## config.mk

```make
export PLATFORM = sky130hd
export DESIGN_NAME = pic_fetch_unit
export DESIGN_NICKNAME = d
export VERILOG_FILES = /design/src/rtl/pic_fetch_unit.sv
export SDC_FILE = /design/constraint.sdc
export NUM_CORES = 1
export LEC_CHECK = 0
export CAP_MARGIN = 20
export CORE_UTILIZATION = 45
export DETAILED_ROUTE_END_ITERATION = 10
export SYNTH_ARGS = -nofsm -noshare
export SYNTH_HDL_FRONTEND = slang
export SYNTH_SLANG_ARGS = --single-unit
```

## constraint.sdc

```tcl
create_clock -name clk -period 4.5 [get_ports clk]
set_clock_uncertainty 0.05 [all_clocks]
set_input_delay 0.9 -clock clk [delete_from_list [all_inputs] [get_ports clk]]
set_output_delay 0.9 -clock clk [all_outputs]
set_load 0.01 [all_outputs]
```

## src/rtl/pic_fetch_unit.sv

```systemverilog
// Fetch stage: program counter, instruction register and return stack.
// Resolves GOTO/CALL/RETURN/RETLW locally with a one-slot squash.
module pic_fetch_unit #(
    parameter int          STACK_DEPTH  = 16,
    parameter logic [10:0] RESET_VECTOR = 11'h000
) (
    input  logic        clk,
    input  logic        rst_n,
    output logic [10:0] rom_addr,
    input  logic [13:0] rom_data,
    input  logic        stall,
    input  logic        exec_skip,
    output logic [13:0] ir,
    output logic        ir_valid,
    output logic [10:0] ir_pc,
    output logic [4:0]  stk_depth,
    output logic        stk_ovf,
    output logic        stk_unf
);

    localparam int         SPW  = $clog2(STACK_DEPTH);
    localparam logic [4:0] FULL = 5'(STACK_DEPTH);

    logic [10:0]    pc;
    logic [10:0]    pc_next;
    logic [SPW-1:0] sp;
    logic [SPW-1:0] sp_m1;
    logic [4:0]     depth;
    logic [10:0]    mem [STACK_DEPTH];
    logic [10:0]    top;

    logic is_goto;
    logic is_call;
    logic is_ret;
    logic is_retlw;
    logic jump;
    logic push;
    logic pop;
    logic take;
    logic skip;

    assign rom_addr  = pc;
    assign stk_depth = depth;
    assign sp_m1     = sp - SPW'(1);
    assign top       = mem[sp_m1];

    always_comb begin
        is_goto  = ir_valid && (ir[13:11] == 3'b101);
        is_call  = ir_valid && (ir[13:11] == 3'b100);
        is_ret   = ir_valid && (ir == 14'h0008);
        is_retlw = ir_valid && (ir[13:10] == 4'b1101);
        jump     = is_goto || is_call;
        push     = is_call;
        pop      = is_ret || is_retlw;
        take     = jump || pop;
        skip     = exec_skip && ir_valid && !take;
    end

    always_comb begin
        pc_next = pc + 11'd1;
        unique case (1'b1)
            pop:     pc_next = top;
            jump:    pc_next = ir[10:0];
            default: pc_next = pc + 11'd1;
        endcase
    end

    always_ff @(posedge clk) begin
        if (!rst_n) begin
            pc       <= RESET_VECTOR;
            ir       <= 14'h0000;
            ir_valid <= 1'b0;
            ir_pc    <= 11'h000;
            sp       <= '0;
            depth    <= 5'd0;
            stk_ovf  <= 1'b0;
            stk_unf  <= 1'b0;
        end else if (!stall) begin
            pc <= pc_next;
            if (take || skip) begin
                ir       <= 14'h0000;
                ir_valid <= 1'b0;
            end else begin
                ir       <= rom_data;
                ir_valid <= 1'b1;
                ir_pc    <= pc;
            end
            // Full/empty stack keeps wrapping the pointer, depth saturates
            if (push) begin
                sp <= sp + SPW'(1);
                if (depth == FULL) stk_ovf <= 1'b1;
                else               depth   <= depth + 5'd1;
            end else if (pop) begin
                sp <= sp_m1;
                if (depth == 5'd0) stk_unf <= 1'b1;
                else               depth   <= depth - 5'd1;
            end
        end
    end

    always_ff @(posedge clk) begin
        if (rst_n && !stall && push)
            mem[sp] <= pc;
    end

endmodule

```

; ---- Yosys cells after proc, flatten, opt, wreduce, memory -nomap -nowiden
; Memory sizes are Yosys's and may differ from the RTL's.
; Index checks and enable logic that the tools add are counted.
; Widths: inputs -> output; s select.
[classes]
n_addsub = 5
eq_ne = 7
muxes = 11
bitwise = 3
n_reduce_logical = 21
[op_table]
columns = op, n
row1 = $pmux 11 s2, 1
row2 = $mux 5, 4
row3 = $eq 14x4->1 const B, 1
row4 = $mux 14, 1
row5 = $add 11x1->11 const B, 1
row6 = $logic_and 1x1->1, 8
row7 = $mux 4, 2
row8 = $reduce_and 4->1, 2
row9 = $eq 3x3->1 const B, 2
row10 = $add 5x1->5 const B, 1
row11 = $eq 5x5->1 const B, 1
row12 = $logic_not 5->1, 1
row13 = $sub 5x1->5 const B, 1
row14 = $add 4x1->4 const B, 1
row15 = $eq 4x4->1 const B, 1
row16 = $logic_or 1x1->1, 4
row17 = $ne 2x2->1 const B, 2
row18 = $reduce_and 2->1, 2
row19 = $sub 4x1->4 const B, 1
row20 = $mux 1, 3
row21 = $not 1->1, 3
row22 = $reduce_and 3->1, 1
row23 = $logic_not 1->1, 2
row24 = $reduce_bool 2->1, 1
[word_totals]
register_bits = 48
ramBits = 176
inputBits = 18
output_inout_bits = 44
elab_cells = 56
n_memories = 1
[memory_table]
columns = name, words, width, rd, rd_ports_with_merged_regs, wr, line
row1 = mem, 16, 11, 1, 0, 1, 29  ; logic [10:0] mem [STACK_DEPTH];

; ---- Depth between registers and ports, before layout
[depth]
depth_word = 9
ltp_mapped = 11
mapped_depth_nobuf = 8

; ---- Worst setup path after synthesis
; Ideal clock, no wire load.
[synth_path]
path_kind = register to register
startpoint = register sp[0]
endpoint = register pc[0], in the netlist rom_addr[0]
setup_time_ns = 0.132
t_arrival_ns = 2.967
t_required_ns = 4.318
setup_slack_ns = 1.351
path_stages_with_launch = 11
n_path_buf = 4
synth_period_minus_slack_ns = 3.149
cell_sequence = dfxtp_1 -> buf_6 -> buf_2 -> inv_1 -> ha_1 -> clkbuf_1 -> clkbuf_1 -> mux4_2 -> mux4_2 -> a221oi_1 -> a21oi_1
[synth_between]
elab_chain_cells = 3
[synth_rtl]
columns = element, line
row1 = start: declaration, 26  ; logic [SPW-1:0] sp;
row2 = start signal: assignment, 90  ; sp <= sp + SPW'(1);
row3 = start signal: assignment, 94  ; sp <= sp_m1;
row4 = $sub 4x1->4, 44  ; assign sp_m1 = sp - SPW'(1);
row5 = $mem_v2 16x11, --
row6 = $pmux 11 s2, 61  ; unique case (1'b1)
row7 = end signal: assignment, 79  ; pc <= pc_next;
row8 = end: declaration, 24  ; logic [10:0] pc;
; Every way passes these cells.
; A chain may end at the register's enable or synchronous reset.

; ---- Worst setup path in the final report
[layout_path]
startpoint = input stall
endpoint = memory mem[14][8], enable pin
[layout_between]
elab_chain_cells = 5
[layout_rtl]
columns = element, line
row1 = start: declaration, 11  ; input logic stall,
row2 = $logic_not 1->1, 102  ; if (rst_n && !stall && push)
row3 = $logic_and 1x1->1 (2 in series), 102
row4 = $mux 1, 102
row5 = $mux 1 (implied by the code), 103  ; mem[sp] <= pc;
row6 = end: declaration, 29
; Every way passes these cells.

==> impl_metrics.ini <==
[routing]
detail_route.wl_per_cell_um = 23.7
firstDrtPassIters = 5
via_per_inst = 5.80
vias = 5230
drt_iter0_drc = 342
antenna_left = 0
drc = 0
drt_wl_total_um = 21400

[yosys]
synth_top_family_by_area = multiplexers
synth_compound_area_share_pct = 5.79
synthArstFlopShare_pct = 0
synth_seq_area_share_pct = 68.9
synth_edf_count = 176
syn_area_sq_um = 9070
syn-instance-count = 539
synth_adder_area_share_pct = 1.32
synth.distinct_cells = 49
ys_warn_count = 0
synth-simple-area-share_pct = 5.71
synth-xor-area-share_pct = 1.45
ys.flop_type = edfxtp_1
synthesis.nets = 566
ys_seq_elements = 224
synthMuxAreaShare_pct = 14.8
syn_avg_cell_area_sq_um = 16.8

[finish]
final_area_sq_um = 10800
finish.utilization_pct = 55.2
fin_nets = 650
area_growth_pct = 19.1
diodes = 0
drive_gt1_share_pct = 19.2
num-fill-cells = 1568

[placed_design]
dp_hpwl_um = 13800
gp_congestion = 0.805
placedInstanceArea_sq_um = 10100
io_buffer_count = 61

[status]
run_status = complete, no violations

[critical_path]
end_kind = register
critPathMaxFanout = 24
crit_type = in2reg
crit_arrival_ns = 3.30
cp-start-kind = input port
crit_required_ns = 4.59

[cts]
clk_latency_ns = 0.52
htree_levels = 1
cts_tree = built
clock_path_buffers = 3
clkSlewWorstSetupHoldPaths_ns = 0.06
cts_inserted_buffers = 24
clock-sinks = 224
cts_resized = 0
ctsHoldBuffers = 0
clockRootBuffer = clkbuf_16
cts_setup_buffers = 0

[floorplanning]
core_area_sq_um = 19600
die-height_um = 144
io_pins = 62
rows = 51
start_util_pct = 46.3
die_area_sq_um = 20700
die_width_um = 144

[power]
ir_drop_uv = 300
leakage_nw = 3.52
power_density_nw_per_um2 = 399

[global_routing]
grtUsageTotal_pct = 21.4
antenna_found_initial = 0
grt_pass1_vias = 5148
grt_pass1_wl_um = 32000
grt-ovfl-total = 0
grt_max_degree = 49

[sta]
tightest_slew_ns = 1.05
maxSlewViolCount = 0
finalCritPeriodShare_pct = 71.3
setup_viol = 0
period_minus_slack_ns = 3.21
relSlewSlack_pct = 29.5
hold_violations = 0
setup_tns_ns = 0
timing.fmax_mhz = 312
finalHoldWorstSlack_ns = 0.444
rsz0062_at_grt = no

[worst_hold_path]
hold_path_class = reg2reg

[flow_run]
cap_violations = 0
[cells in the final DEF (no fill, tap or decap), drive strengths merged, types with 3 or more instances in the layout]
cell           count
a221oi             3
xnor2             13
ha                 8
inv               10
a21o               3
o21ai             15
clkbuf            32
nor2              49
nand2b             3
and4               4
dfxtp             48
a222oi             7
buf               28
edfxtp           176
a21oi             19
mux4              54
nor3               9
clkinv             8
a22oi             16
nand4              5
nor4               3
nand2             19
mux2i             13
nand3              5
clkdlybuf4s50     61
[synth_stat cells, types with 2 or more instances]
| master | count | area, sq um |
|---|---|---|
| and4_1 | 4 | 35.0 |
| nand4_1 | 5 | 31.3 |
| dfxtp_1 | 48 | 961 |
| nor4_1 | 3 | 18.8 |
| a31oi_1 | 2 | 12.5 |
| edfxtp_1 | 176 | 5290 |
| nand2b_1 | 3 | 18.8 |
| nor4b_1 | 2 | 17.5 |
| nand3_1 | 5 | 25.0 |
| a21oi_1 | 19 | 95.1 |
| buf_2 | 6 | 30.0 |
| inv_2 | 3 | 11.3 |
| a22oi_1 | 16 | 120 |
| inv_1 | 7 | 26.3 |
| xnor2_1 | 13 | 114 |
| a221oi_1 | 3 | 26.3 |
| a211oi_1 | 2 | 15.0 |
| nand2_1 | 19 | 71.3 |
| nor2b_1 | 2 | 12.5 |
| mux2i_1 | 13 | 130 |
| a222oi_1 | 7 | 70.1 |
| o21ai_1 | 3 | 15.0 |
| nor3_1 | 7 | 35.0 |
| clkbuf_1 | 21 | 78.8 |
| a211o_1 | 2 | 17.5 |
| buf_6 | 3 | 33.8 |
| o21ai_0 | 12 | 60.1 |
| nor2_1 | 49 | 184 |
| ha_1 | 8 | 100 |
| mux4_2 | 54 | 1220 |
| xor2_1 | 2 | 17.5 |
| a21o_1 | 3 | 22.5 |
[metal layers]
| metal | up-vias | routed length [um] | part of all wire (%) | global-route usage, % |
|---|---|---|---|---|
| li1 | 2319 | - | - | - |
| met2 | 225 | 9780 | 46 | 33.0 |
| met3 | 37 | 1590 | 7.4 | 3.74 |
| met4 | 0 | 608 | 2.8 | 6.55 |
| met1 | 2649 | 9410 | 44 | 31.3 |
| met5 | - | 0 | 0 | 0 |
[area by class of cell]
| type | instances | area [sq um] | area share, % |
|---|---|---|---|
| flip-flops and latches | 224 | 6250 | 57.8 |
| multi-input cells | 274 | 2650 | 24.5 |
| repair buffers | 89 | 821 | 7.60 |
| clock buffers | 32 | 654 | 6.06 |
| well taps | 265 | 332 | 3.07 |
| clock inverters | 8 | 61.3 | 0.567 |
| inverters | 10 | 37.5 | 0.347 |
[through the flow]
stage	cells	setup slack, ns	total power [W]
floorplan	539	1.35	0.00245
global placement	862	0.840	0.00257
detailed placement	862	0.788	0.00257
CTS	902	1.33	0.00435
global route	902	1.06	0.00445
finish	902	1.29	0.00431
[report_power, final]
| part | internal, W | leakage [nW] | switching (W) |
|---|---|---|---|
| logic | 0.000113 | 1.14 | 0.000126 |
| clock network | 0.00102 | 0.352 | 0.000770 |
| registers | 0.00225 | 2.02 | 0.0000370 |
[worst max-delay path, stage by stage]
cell and delay (ns):
clkdlybuf4s50_1 0.40, buf_4 0.21, inv_2 0.29, nand2_1 0.12
nor2_1 0.35, nand2_1 0.20, nor2_1 0.83
[path summary, 6_finish.rpt]
path / start / slack, ns / to / cells after the start
min reg2reg: stk_ovf / 0.44 / stk_ovf / 1
min: stk_ovf / 0.44 / stk_ovf / 1
max: stall / 1.29 / mem[14][8] / 7
max reg2reg: ir[13] / 1.42 / mem[14][8] / 4
[state kept, by name, indices dropped and copies added, names as in the netlist]
signal	count
sp	4
rom_addr	11
ir_pc	11
mem	176
ir	14
stk_ovf	1
stk_depth	5
stk_unf	1
ir_valid	1
[cells by family after synthesis]
kind of cell	after synthesis
compound gates	77
xor+xnor	15
fa+ha+maj	9
buf+inv	41
flops	224
mux	67
simple gates	106
No activity file was read; power rests on OpenSTA's default activity.
